### config.mk
export PLATFORM = sky130hd
export DESIGN_NAME = riscv_fencei_seq
export DESIGN_NICKNAME = d
export VERILOG_FILES = /design/src/rtl/riscv_fencei_seq.sv
export SDC_FILE = /design/constraint.sdc
export NUM_CORES = 1
export LEC_CHECK = 0
export ABC_AREA = 1
export BUFFER_PORTS_ARGS = -buffer_cell sky130_fd_sc_hd__buf_2
export CAP_MARGIN = 0
export CORE_MARGIN = 2
export CORE_UTILIZATION = 40
export CTS_CLUSTER_DIAMETER = 80
export DETAILED_ROUTE_END_ITERATION = 16
export GPL_TIMING_DRIVEN = 0
export PLACE_DENSITY = 0.59
export SKIP_CTS_REPAIR_TIMING = 1
export SLEW_MARGIN = 10
export SYNTH_ARGS = -nofsm -noshare
export SYNTH_HDL_FRONTEND = slang
export SYNTH_SLANG_ARGS = --single-unit
### constraint.sdc
create_clock -name clk -period 2 [get_ports clk]
set_clock_uncertainty 0.05 [all_clocks]
set_input_delay 0.2 -clock clk [delete_from_list [all_inputs] [get_ports clk]]
set_output_delay 0.2 -clock clk [all_outputs]
set_load 0.01 [all_outputs]
### src/rtl/riscv_fencei_seq.sv
// FENCE.I sequencer: drains data traffic, writes back D$, invalidates I$, then releases the pipeline.
// Build option RISCV_FENCEI_DCACHE_EN enables the DRAIN/DC_REQ phases; otherwise the sequence is I$-only.
module riscv_fencei_seq #(
  parameter int unsigned ACK_TIMEOUT = 256,
  parameter int unsigned CNT_BITS    = 16
) (
  input  logic                clk,
  input  logic                rstn,
  input  logic                bu_cacheflush,
  input  logic                du_stall,
  input  logic                dmem_busy,
  output logic                dc_flush_req,
  input  logic                dc_flush_ack,
  output logic                ic_inv_req,
  input  logic                ic_inv_ack,
  output logic                fl_stall,
  output logic                fl_busy,
  output logic                fl_done,
  output logic                fl_error,
  output logic [CNT_BITS-1:0] fl_count
);

  localparam int unsigned TW = $clog2(ACK_TIMEOUT);

  localparam logic [2:0] IDLE   = 3'd0;
  localparam logic [2:0] DRAIN  = 3'd1;
  localparam logic [2:0] DC_REQ = 3'd2;
  localparam logic [2:0] IC_REQ = 3'd3;
  localparam logic [2:0] DONE   = 3'd4;

  localparam logic [TW-1:0] T_LAST = TW'(ACK_TIMEOUT - 1);

`ifdef RISCV_FENCEI_DCACHE_EN
  localparam logic [2:0] FIRST = DRAIN;
`else
  localparam logic [2:0] FIRST = IC_REQ;
`endif

  logic [2:0]    state;
  logic [2:0]    state_nxt;
  logic          pending;
  logic          pending_nxt;
  logic          err;
  logic          err_nxt;
  logic [TW-1:0] timer;
  logic          expired;

  assign expired  = (timer == T_LAST);
  assign fl_stall = bu_cacheflush | pending | fl_busy;

  // An ack is tested before expiry, so an ack arriving on the last timer cycle is a success.
  always_comb begin
    state_nxt   = state;
    pending_nxt = pending;
    err_nxt     = err;
    if (bu_cacheflush) pending_nxt = 1'b1;
    case (state)
      IDLE: begin
        if ((bu_cacheflush | pending) & ~du_stall) begin
          state_nxt   = FIRST;
          pending_nxt = 1'b0;
        end
      end
`ifdef RISCV_FENCEI_DCACHE_EN
      DRAIN: begin
        if (!dmem_busy) begin
          state_nxt = DC_REQ;
        end else if (expired) begin
          state_nxt = DC_REQ;
          err_nxt   = 1'b1;
        end
      end
      DC_REQ: begin
        if (dc_flush_ack) begin
          state_nxt = IC_REQ;
        end else if (expired) begin
          state_nxt = IC_REQ;
          err_nxt   = 1'b1;
        end
      end
`endif
      IC_REQ: begin
        if (ic_inv_ack) begin
          state_nxt = DONE;
        end else if (expired) begin
          state_nxt = DONE;
          err_nxt   = 1'b1;
        end
      end
      DONE: begin
        if (pending & ~du_stall) begin
          state_nxt   = FIRST;
          pending_nxt = bu_cacheflush;
        end else begin
          state_nxt = IDLE;
        end
      end
      default: state_nxt = IDLE;
    endcase
  end

  // Outputs are registered decodes of the next state so they line up with the state register.
  always_ff @(posedge clk or negedge rstn) begin
    if (!rstn) begin
      state      <= IDLE;
      pending    <= 1'b0;
      err        <= 1'b0;
      timer      <= '0;
      ic_inv_req <= 1'b0;
      fl_busy    <= 1'b0;
      fl_done    <= 1'b0;
      fl_error   <= 1'b0;
      fl_count   <= '0;
    end else begin
      state      <= state_nxt;
      pending    <= pending_nxt;
      err        <= (state_nxt == DONE) ? 1'b0 : err_nxt;
      ic_inv_req <= (state_nxt == IC_REQ);
      fl_busy    <= (state_nxt != IDLE);
      fl_done    <= (state_nxt == DONE);
      fl_error   <= (state_nxt == DONE) & err_nxt;
      if (state_nxt != state) begin
        timer <= '0;
      end else if (state == DRAIN || state == DC_REQ || state == IC_REQ) begin
        timer <= timer + TW'(1);
      end
      if (state_nxt == DONE && fl_count != '1) begin
        fl_count <= fl_count + CNT_BITS'(1);
      end
    end
  end

`ifdef RISCV_FENCEI_DCACHE_EN
  always_ff @(posedge clk or negedge rstn) begin
    if (!rstn) dc_flush_req <= 1'b0;
    else       dc_flush_req <= (state_nxt == DC_REQ);
  end
`else
  logic unused_dc;
  assign dc_flush_req = 1'b0;
  assign unused_dc    = ^{dc_flush_ack, dmem_busy, DRAIN, DC_REQ};
`endif

endmodule
==> run metrics, run 1 <==
footprint of the multi-input gates=943 um^2; P_int=0.00116 W; critical path's most frequent cell=nand2_1; RSZ-0062 raised after global routing=no; ant diodes=0; clock-pin slew on the worst setup and hold paths=0.07 ns; Routed Antenna Nets=0; worst reg2reg path endpoint=fl_count[3]; die area=5300 um^2; Max-slew headroom=50.1%; peak fanout along the critical path=10; Yosys reg bits=33; # IOs=29; Pleak=1.15 nW; max-cap viol count=0; Routed WL=3.84 mm; Arr. time, crit path=1.93 ns; Seq/Total Area, Yosys=43.6%; post-layout util=47.2%; All-Layer GR Usage=16.7%; Reg2Reg Depth=10; final std cells w/o fill=336; commonest non-fill, non-tap cells in the layout=nand2_1, nor2_1, dfrtp_1; dpl ws=0.242 ns; max-slew violation count=0; Synth cell types=28; PwrDens=820 nW/um^2; Area Overhead vs Synth=15.3%; switching portion of total power=35.4%; critical path, cell by cell=ha_1, inv_1, nor2_1, nand2_2, nand2_1, nand2_2, nor2_4, buf_6, nand2_1, nand2_1; Clock Tree Buf Depth=2; initial antenna violation count=0; syn nets=257; PortBufs=25; gr ovfl total=0; core area=4630 um^2; DIE WIDTH=72.8 um; Peak VDD IR=0.362 mV; DRC=0; EDFF count, synth=0; initial drt markers=83; vias in the first global route=1,485; Via density=4.71; clock sink total=33; Max Clk Rate=570 MHz; root buffer selected by CTS=clkbuf_8; Min Clock Period, post-route=1.75 ns; reg-to-reg startpoint=timer[0]; gpl congestion=0.814; largest net degree at the start of global routing=34; Comb power frac=25.2%; global-route wire length before repair=6.77 mm; CTS buffer count=5; H-tree levels=2; clock latency on the worst-skew pair=0.29 ns; Layout Nets=290; worst hold path type=input port to register; FF-to-FF setup slack=0.25 ns; Starting Density=40.9%; final setup fails=0; CTS tree=built; Tcrit/Tclk final=87.7%; sequential power share=46.5%; clock network fraction of total power=28.3%; Sequential Area=826 um^2; origin of the worst min-delay path=du_stall; fillers=489; Mapped Cells=248; setup TNS=0 ns; first-pass detailed-route iteration total=4; Top FF cell, synth=dfrtp_1; CP max stage delay=0.38 ns; Hold Violations, Final=0; WHS Endpoint=pending; placed cell area=2090 um^2; layout cells sized above 1=21.6%; Detail Placement HPWL=2.78 mm; Worst Setup Slack, final=0.246 ns; status=complete, no violations; fraction of registers with async set/reset=100%; Via Count=1,584; DP Cell Count=327; Critical-path top delay cell=dfrtp_1; worst hold stages=3; Cell Area, Synth=1890 um^2; Ys Warns=0; Site Rows=25; WP data required=2.18 ns; most common cell after layout, fill and taps aside=nand2_1; fin area=2180 um^2; Crit. End Element=register; CP Launch Type=register; Crit Path Category=register to register; Avg WL per Cell=11.4 um; Least-Margin Pin Slew=0.749 ns; die height=72.8 um; net switching power=0.000634 W; Avg Inst Size Synth=7.64 um^2
## cells by family (layout without fill, tap and decap cells)
| group | Yosys count | after routing | share of synthesized area, % |
|---|---|---|---|
| buffers and inverters | 26 | 60 | 6.61 |
| DFF | 33 | 33 | 43.6 |
| muxes | 1 | 1 | 0.528 |
| xor gates and xnor gates | 10 | 10 | 4.62 |
| AOI/OAI and AO/OA | 8 | 8 | 3.17 |
| and+or+nand+nor | 167 | 167 | 40.0 |
| adders and majority gates | 2 | 2 | 1.32 |
| other | 1 | 1 | 0.198 |
## power by group through the flow
stage	Clock (W)	Combinational, W	Sequential, W
floorplan	0	0.000294	0.000860
global placement	0	0.000454	0.000847
detailed placement	0	0.000456	0.000846
CTS	0.000528	0.000459	0.000832
global route	0.000546	0.000521	0.000848
finish	0.000506	0.000451	0.000833
## cells in the mapped netlist, drive strengths merged, types with 2 or more instances
library cell | n | share of area (%)
nand2 | 106 | 24
o21bai | 2 | 0.79
a21oi | 2 | 1.1
nor2 | 38 | 9.4
inv | 23 | 4.6
xor2 | 6 | 2.8
dfrtp | 33 | 44
nand4 | 8 | 2.6
o21ai | 2 | 0.53
nand3 | 14 | 4.0
buf | 3 | 2.0
ha | 2 | 1.3
xnor2 | 4 | 1.8
## stage by stage
stage               hold WS [ns]  total power [W]
CTS                      -0.0511          0.00182
finish                     0.111          0.00179
global placement           0.264          0.00130
detailed placement         0.270          0.00130
floorplan                 -0.146          0.00115
global route               0.143          0.00192
## how the worst max path moves through the flow
stage,start,endpoint,slack [ns],depth (start not counted)
after floorplan,fl_count[0],fl_count[5],0.40,10
after global placement,timer[0],fl_count[9],0.25,10
after detailed placement,timer[0],fl_count[3],0.24,10
after CTS,timer[0],fl_count[3],0.22,10
after global routing,timer[0],fl_count[11],0.07,10
final,timer[0],fl_count[3],0.25,10
## layer usage
layer / vias up / track usage (%) / part of all wire, %
met2: 27 / 28.3 / 49
met4: 0 / 6.79 / 1.5
met3: 5 / 3.31 / 2.6
met5: - / 0 / 0
met1: 719 / 20.8 / 47
li1: 833 / - / -
## flip-flops by register name, indices dropped and copies added (netlist names)
register / count
fl_done: 1
state: 3
err: 1
pending: 1
timer: 8
ic_inv_req: 1
fl_error: 1
fl_busy: 1
fl_count: 16
## worst max-delay path: cells and delay by family, from the launching register on
kind	cells	cell delay (ns)
AND/OR/NAND/NOR	7	0.82
adder cells (fa/ha/maj)	1	0.20
flip-flops	1	0.38
buffers and inverters	2	0.23
## layout make-up
type	instances	area share (%)
Clock inverter	3	0.802
Inverter	23	3.95
Sequential cell	33	37.8
Multi-Input combinational cell	189	43.2
Clock buffer	5	3.15
Buffer	3	1.78
Timing Repair Buffer	26	6.19
Tap cell	54	3.09
No activity file was read; power rests on OpenSTA's default activity.
==> inputs of run 2 (changes only) <==
--- a/config.mk
+++ b/config.mk
@@ -8,12 +8,14 @@
 export ABC_AREA = 1
 export BUFFER_PORTS_ARGS = -buffer_cell sky130_fd_sc_hd__buf_2
 export CAP_MARGIN = 0
+export CELL_PAD_IN_SITES_DETAIL_PLACEMENT = 2
+export CELL_PAD_IN_SITES_GLOBAL_PLACEMENT = 2
 export CORE_MARGIN = 2
-export CORE_UTILIZATION = 40
+export CORE_UTILIZATION = 32
 export CTS_CLUSTER_DIAMETER = 80
 export DETAILED_ROUTE_END_ITERATION = 16
 export GPL_TIMING_DRIVEN = 0
-export PLACE_DENSITY = 0.59
+export PLACE_DENSITY = 0.77
 export SKIP_CTS_REPAIR_TIMING = 1
 export SLEW_MARGIN = 10
 export SYNTH_ARGS = -nofsm -noshare
==> run 2 against run 1 <==
  * Hold slack gained 0.015 ns
  * Register-to-register slack lost 0.08 ns
  * Power grew 2.3%
  * Critical path depth is the same
  * Fmax shrank 4.2%
  * Wire length grew 39%
  * Utilization shrank 8.9 points
  * Final cell count grew 6.8%
  * Combinational power grew 7.8%
  * Die area grew 24%
  * Sequential power grew 1%
  * Sequential cell count is the same
  * Critical endpoint is now fl_count[10]
  * Largest power group unchanged
==> run metrics, run 2 (synthesis gave the netlist of run 1 again) <==
critical path, cell by cell=ha_2, nand3_2, inv_2, nand2_4, nor2_8, inv_2, nand2_4, buf_12, nand2_2, nand2_1; DRC=0 (unchanged); vias in the first global route=1,870 (+26%); PwrDens=824 nW/um^2 (+0.48%); PortBufs=25 (unchanged); largest net degree at the start of global routing=34 (unchanged); global-route wire length before repair=9.07 mm (+34%); Via density=4.72 (about the same); Tcrit/Tclk final=91.6% (+3.9 points); max-cap viol count=0 (unchanged); Via Count=1,693 (+6.9%); Buf/Inv on CP=3 (+1); most common cell after layout, fill and taps aside=nand2_1; CTS buffer count=5 (unchanged); Starting Density=32.6% (-8.3 points); Max Clk Rate=546 MHz (-4.2%); Detail Placement HPWL=3.92 mm (+41%); die height=80.9 um (+11%); PnR Total Power=0.00183 W (+2.3%); CTS tree=built; placed cell area=2110 um^2 (+1.3%); worst hold path type=input port to register; Sequential Area=826 um^2 (unchanged); fillers=729 (+49%); most flop-heavy register=fl_count; CP max stage delay=0.48 ns (+0.10 ns); setup TNS=0 ns (unchanged); clock sink total=33 (unchanged); CP Launch Type=register; first-pass detailed-route iteration total=2 (-2); Routed WL=5.35 mm (+39%); max-slew violation count=0 (unchanged); initial antenna violation count=0 (unchanged); Peak VDD IR=0.328 mV (-9.4%); Top Registers=fl_count (16), timer (8), state (3); core area=5820 um^2 (+26%); footprint of the multi-input gates=946 um^2 (+0.27%); final setup fails=0 (unchanged); Site Rows=28 (+12%); DIE WIDTH=80.9 um (+11%); Arr. time, crit path=2.00 ns (+0.07 ns); commonest non-fill, non-tap cells in the layout=nand2_1, nor2_1, dfrtp_1; WP data required=2.17 ns (about the same); peak fanout along the critical path=10 (unchanged); clock-pin slew on the worst setup and hold paths=0.07 ns (about the same); Critical-path top delay cell=dfrtp_1; H-tree levels=2 (unchanged); Least-Margin Pin Slew=0.772 ns (+0.0236 ns); All-Layer GR Usage=18.4% (+1.7 points); Routed Antenna Nets=0 (unchanged); Min Clock Period, post-route=1.83 ns (+0.0775 ns); # IOs=29 (unchanged); fin area=2220 um^2 (+1.8%); initial drt markers=74 (-11%); Area Overhead vs Synth=17.4%; RSZ-0062 raised after global routing=no; status=complete, no violations; gr ovfl total=0 (unchanged); Hold Violations, Final=0 (unchanged); number of flip-flops in the largest register=16 (unchanged); layout cells sized above 1=22.2% (+0.55 points); Top delay family on crit path=simple AND/OR/NAND/NOR gates; Max-slew headroom=48.5% (-1.6 points); Avg WL per Cell=14.9 um (+30%); root buffer selected by CTS=clkbuf_8; Layout Nets=292 (+0.69%); Pleak=1.16 nW (+0.72%); gpl congestion=0.757 (-7.1%); Crit Path Category=register to register; Crit. End Element=register; ant diodes=0 (unchanged); die area=6550 um^2 (+24%); Clock Tree Buf Depth=2 (unchanged); clock latency on the worst-skew pair=0.28 ns (about the same)
[run 2: tightest hold or removal path: stages]
cell      delay (ns)
buf_2           0.09
a211oi_1        0.05
nor2_1          0.08
[run 2: path summary, 6_finish.rpt]
kind / from / to / slack, ns / cells past startpoint
max in group asynchronous: rstn / timer[1] / 0.94 / 2
min: du_stall / pending / 0.13 / 3
max reg2reg: fl_count[0] / fl_count[10] / 0.17 / 10
min in group asynchronous: rstn / ic_inv_req / 0.48 / 2
max: fl_count[0] / fl_count[10] / 0.17 / 10
min reg2reg: err / fl_error / 0.45 / 2
[run 2: per-stage QoR]
step / std cells / hold slack, ns / utilization, % / worst slack, ns
after floorplan: 248 / -0.146 / - / 0.397
after CTS: 356 / -0.0233 / 37.8 / 0.114
after global routing: 359 / 0.133 / 38.2 / 0.00763
after global placement: 348 / 0.277 / 36.3 / 0.214
after detailed placement: 348 / 0.287 / 36.3 / 0.147
final: 359 / 0.126 / 38.2 / 0.168
[run 2: cell type report]
type | count | share of cell area, %
buffer | 3 | 1.74
timing repair buffer | 28 | 6.75
clock buffer | 6 | 3.26
inverter | 23 | 3.88
tap | 75 | 4.22
multi-input combinational | 189 | 42.5
sequential | 33 | 37.1
clock inverter | 2 | 0.450
[run 2: per-layer routing]
metal / vias up / global-route usage (%) / share of wire [%]
li1: 833 / - / -
met1: 837 / 21.9 / 45
met2: 21 / 33.6 / 52
met3: 2 / 3.67 / 2.7
met4: 0 / 4.58 / 0.54
met5: - / 0 / 0
[run 2: power breakdown]
| group | switching [W] | internal (W) |
|---|---|---|
| Clock | 0.000260 | 0.000242 |
| Sequential | 0.0000869 | 0.000756 |
| Combinational | 0.000316 | 0.000170 |
==> inputs of run 3 (changes only) <==
--- a/config.mk
+++ b/config.mk
@@ -12,6 +12,7 @@
 export CELL_PAD_IN_SITES_GLOBAL_PLACEMENT = 2
 export CORE_MARGIN = 2
 export CORE_UTILIZATION = 32
+export CTS_BUF_LIST = sky130_fd_sc_hd__clkbuf_16
 export CTS_CLUSTER_DIAMETER = 80
 export DETAILED_ROUTE_END_ITERATION = 16
 export GPL_TIMING_DRIVEN = 0
==> run 3 against run 2 <==
  * The flow now finishes with violations (hold timing)
  * Sequential power barely moved
  * Die area did not move
  * Via count did not move
  * Critical path depth did not move
  * Setup slack improved by 0.024 ns
  * Sequential cell count did not move
  * Non-clock buffer count fell by 1
  * Wire length fell by 0.90%
  * Utilization rose by 0.80 points
  * Critical path type unchanged
  * Largest cell class unchanged
==> run metrics, run 3 (synthesis gave the netlist of run 1 again) <==
fillers=725 (-0.55%); Detail Placement HPWL=3.92 mm (unchanged); CTS buffer count=5 (unchanged); initial antenna violation count=0 (unchanged); DIE WIDTH=80.9 um (unchanged); Hold Violations, Final=33 (+33); layout cells sized above 1=22.3% (+0.078 points); PortBufs=25 (unchanged); Area Overhead vs Synth=19.8%; Clock Tree Buf Depth=2 (unchanged); Via density=4.73 (+0.28%); Least-Margin Pin Slew=0.781 ns (+0.00909 ns); core area=5820 um^2 (unchanged); number of flip-flops in the largest register=16 (unchanged); Via Count=1,693 (unchanged); CTS tree=built; most flop-heavy register=fl_count; All-Layer GR Usage=18.6% (+0.26 points); gpl congestion=0.757 (unchanged); PwrDens=912 nW/um^2 (+11%); RSZ-0062 raised after global routing=no; largest net degree at the start of global routing=34 (unchanged); CP Launch Type=register; first-pass detailed-route iteration total=2 (unchanged); Peak VDD IR=0.394 mV (+20%); commonest non-fill, non-tap cells in the layout=nand2_1, nor2_1, dfrtp_1; most common cell after layout, fill and taps aside=nand2_1; peak fanout along the critical path=10 (unchanged); max-slew violation count=0 (unchanged); Max Clk Rate=553 MHz (+1.3%); Top Registers=fl_count (16), timer (8), state (3); routed wl met3=158 um (+7.5%); Sequential Area=826 um^2 (unchanged); Routed Antenna Nets=0 (unchanged); root buffer selected by CTS=clkbuf_16; Arr. time, crit path=1.98 ns (-0.02 ns); status=finished, violations left; vias in the first global route=1,894 (+1.3%); worst hold path type=input port to async pin; Layout Nets=291 (-0.34%); failing checks=hold timing; Pleak=1.18 nW (+2.2%); post-layout util=39.0% (+0.80 points); final setup fails=0 (unchanged); clock latency on the worst-skew pair=0.28 ns (about the same); Crit. End Element=register; Top Layer Used=met4; met2 wire len=2.72 mm (-2.7%); Min Clock Period, post-route=1.81 ns (-0.0242 ns); max-cap viol count=0 (unchanged); die area=6550 um^2 (unchanged); Site Rows=28 (unchanged); clock-pin slew on the worst setup and hold paths=0.05 ns (-0.02 ns); WP data required=2.17 ns (about the same); Routed WL=5.30 mm (-0.90%); met1 WL=2.36 mm (-0.76%); ant diodes=0 (unchanged); die height=80.9 um (unchanged); Crit Path Category=register to register; global-route wire length before repair=9.16 mm (+0.99%); footprint of the multi-input gates=946 um^2 (unchanged); clock sink total=33 (unchanged); Fin Hold WS=-0.0459 ns (-0.172 ns); setup TNS=0 ns (unchanged); initial drt markers=60 (-19%); Starting Density=32.6% (unchanged); # IOs=29 (unchanged); gr ovfl total=0 (unchanged); Tcrit/Tclk final=90.4% (-1.2 points); Avg WL per Cell=14.8 um (-0.62%); Max-slew headroom=47.9% (-0.61 points); DRC=0 (unchanged); H-tree levels=2 (unchanged)
run 3: layout make-up:
class	count	share of cell area, %
inverters	23	3.80
clock inverters	3	0.606
repair buffers	27	6.17
flip-flops and latches	33	36.4
multi-input cells	189	41.7
plain buffers	3	1.71
clock buffers	5	5.51
well taps	75	4.13
run 3: path summary, 6_finish.rpt:
check                           slack (ns)         from           to  depth (start not counted)
worst max register to register        0.19  fl_count[0]  fl_count[5]                         10
worst min register to register        0.44          err     fl_error                          2
min in group clk                      0.13     du_stall      pending                          3
worst max-delay path                  0.19  fl_count[0]  fl_count[5]                         10
worst min-delay path                 -0.05         rstn   ic_inv_req                          1
max in group asynchronous             1.46         rstn     timer[1]                          1
run 3: metrics by stage:
step           cells  worst slack, ns  total power [W]  hold WS, ns  area, um^2
2_1_floorplan    248            0.397          0.00115       -0.146        1890
3_3_place_gp     348            0.214          0.00132        0.277        2110
3_5_place_dp     348            0.147          0.00134        0.287        2110
4_1_cts          356            0.122          0.00211     -0.00927        2250
5_1_grt          358           0.0304          0.00221       0.0176        2270
6_report         358            0.192          0.00207      -0.0459        2270
run 3: per-layer routing:
layer / vias to the layer above / GRT usage [%]
met5: - / 0
met4: 0 / 6.10
met3: 6 / 3.67
met2: 23 / 34.3
met1: 827 / 21.5
li1: 837 / -
run 3: worst max-delay path, stage by stage, from the launching register on:
cell	delay (ns)
dfrtp_1	0.47
ha_2	0.27
nand3_2	0.14
inv_2	0.12
nand2_4	0.07
nor2_8	0.14
inv_2	0.06
nand2_4	0.13
buf_12	0.16
nand2_1	0.06
nand2_1	0.06
run 3: report_power, final:
part | switching, W | total [W] | internal (W) | leakage (nW)
clock | 0.000289 | 0.000741 | 0.000452 | 0.0748
sequential | 0.0000868 | 0.000844 | 0.000757 | 0.450
combinational | 0.000315 | 0.000484 | 0.000169 | 0.658
total | 0.000691 | 0.00207 | 0.00138 | 1.18
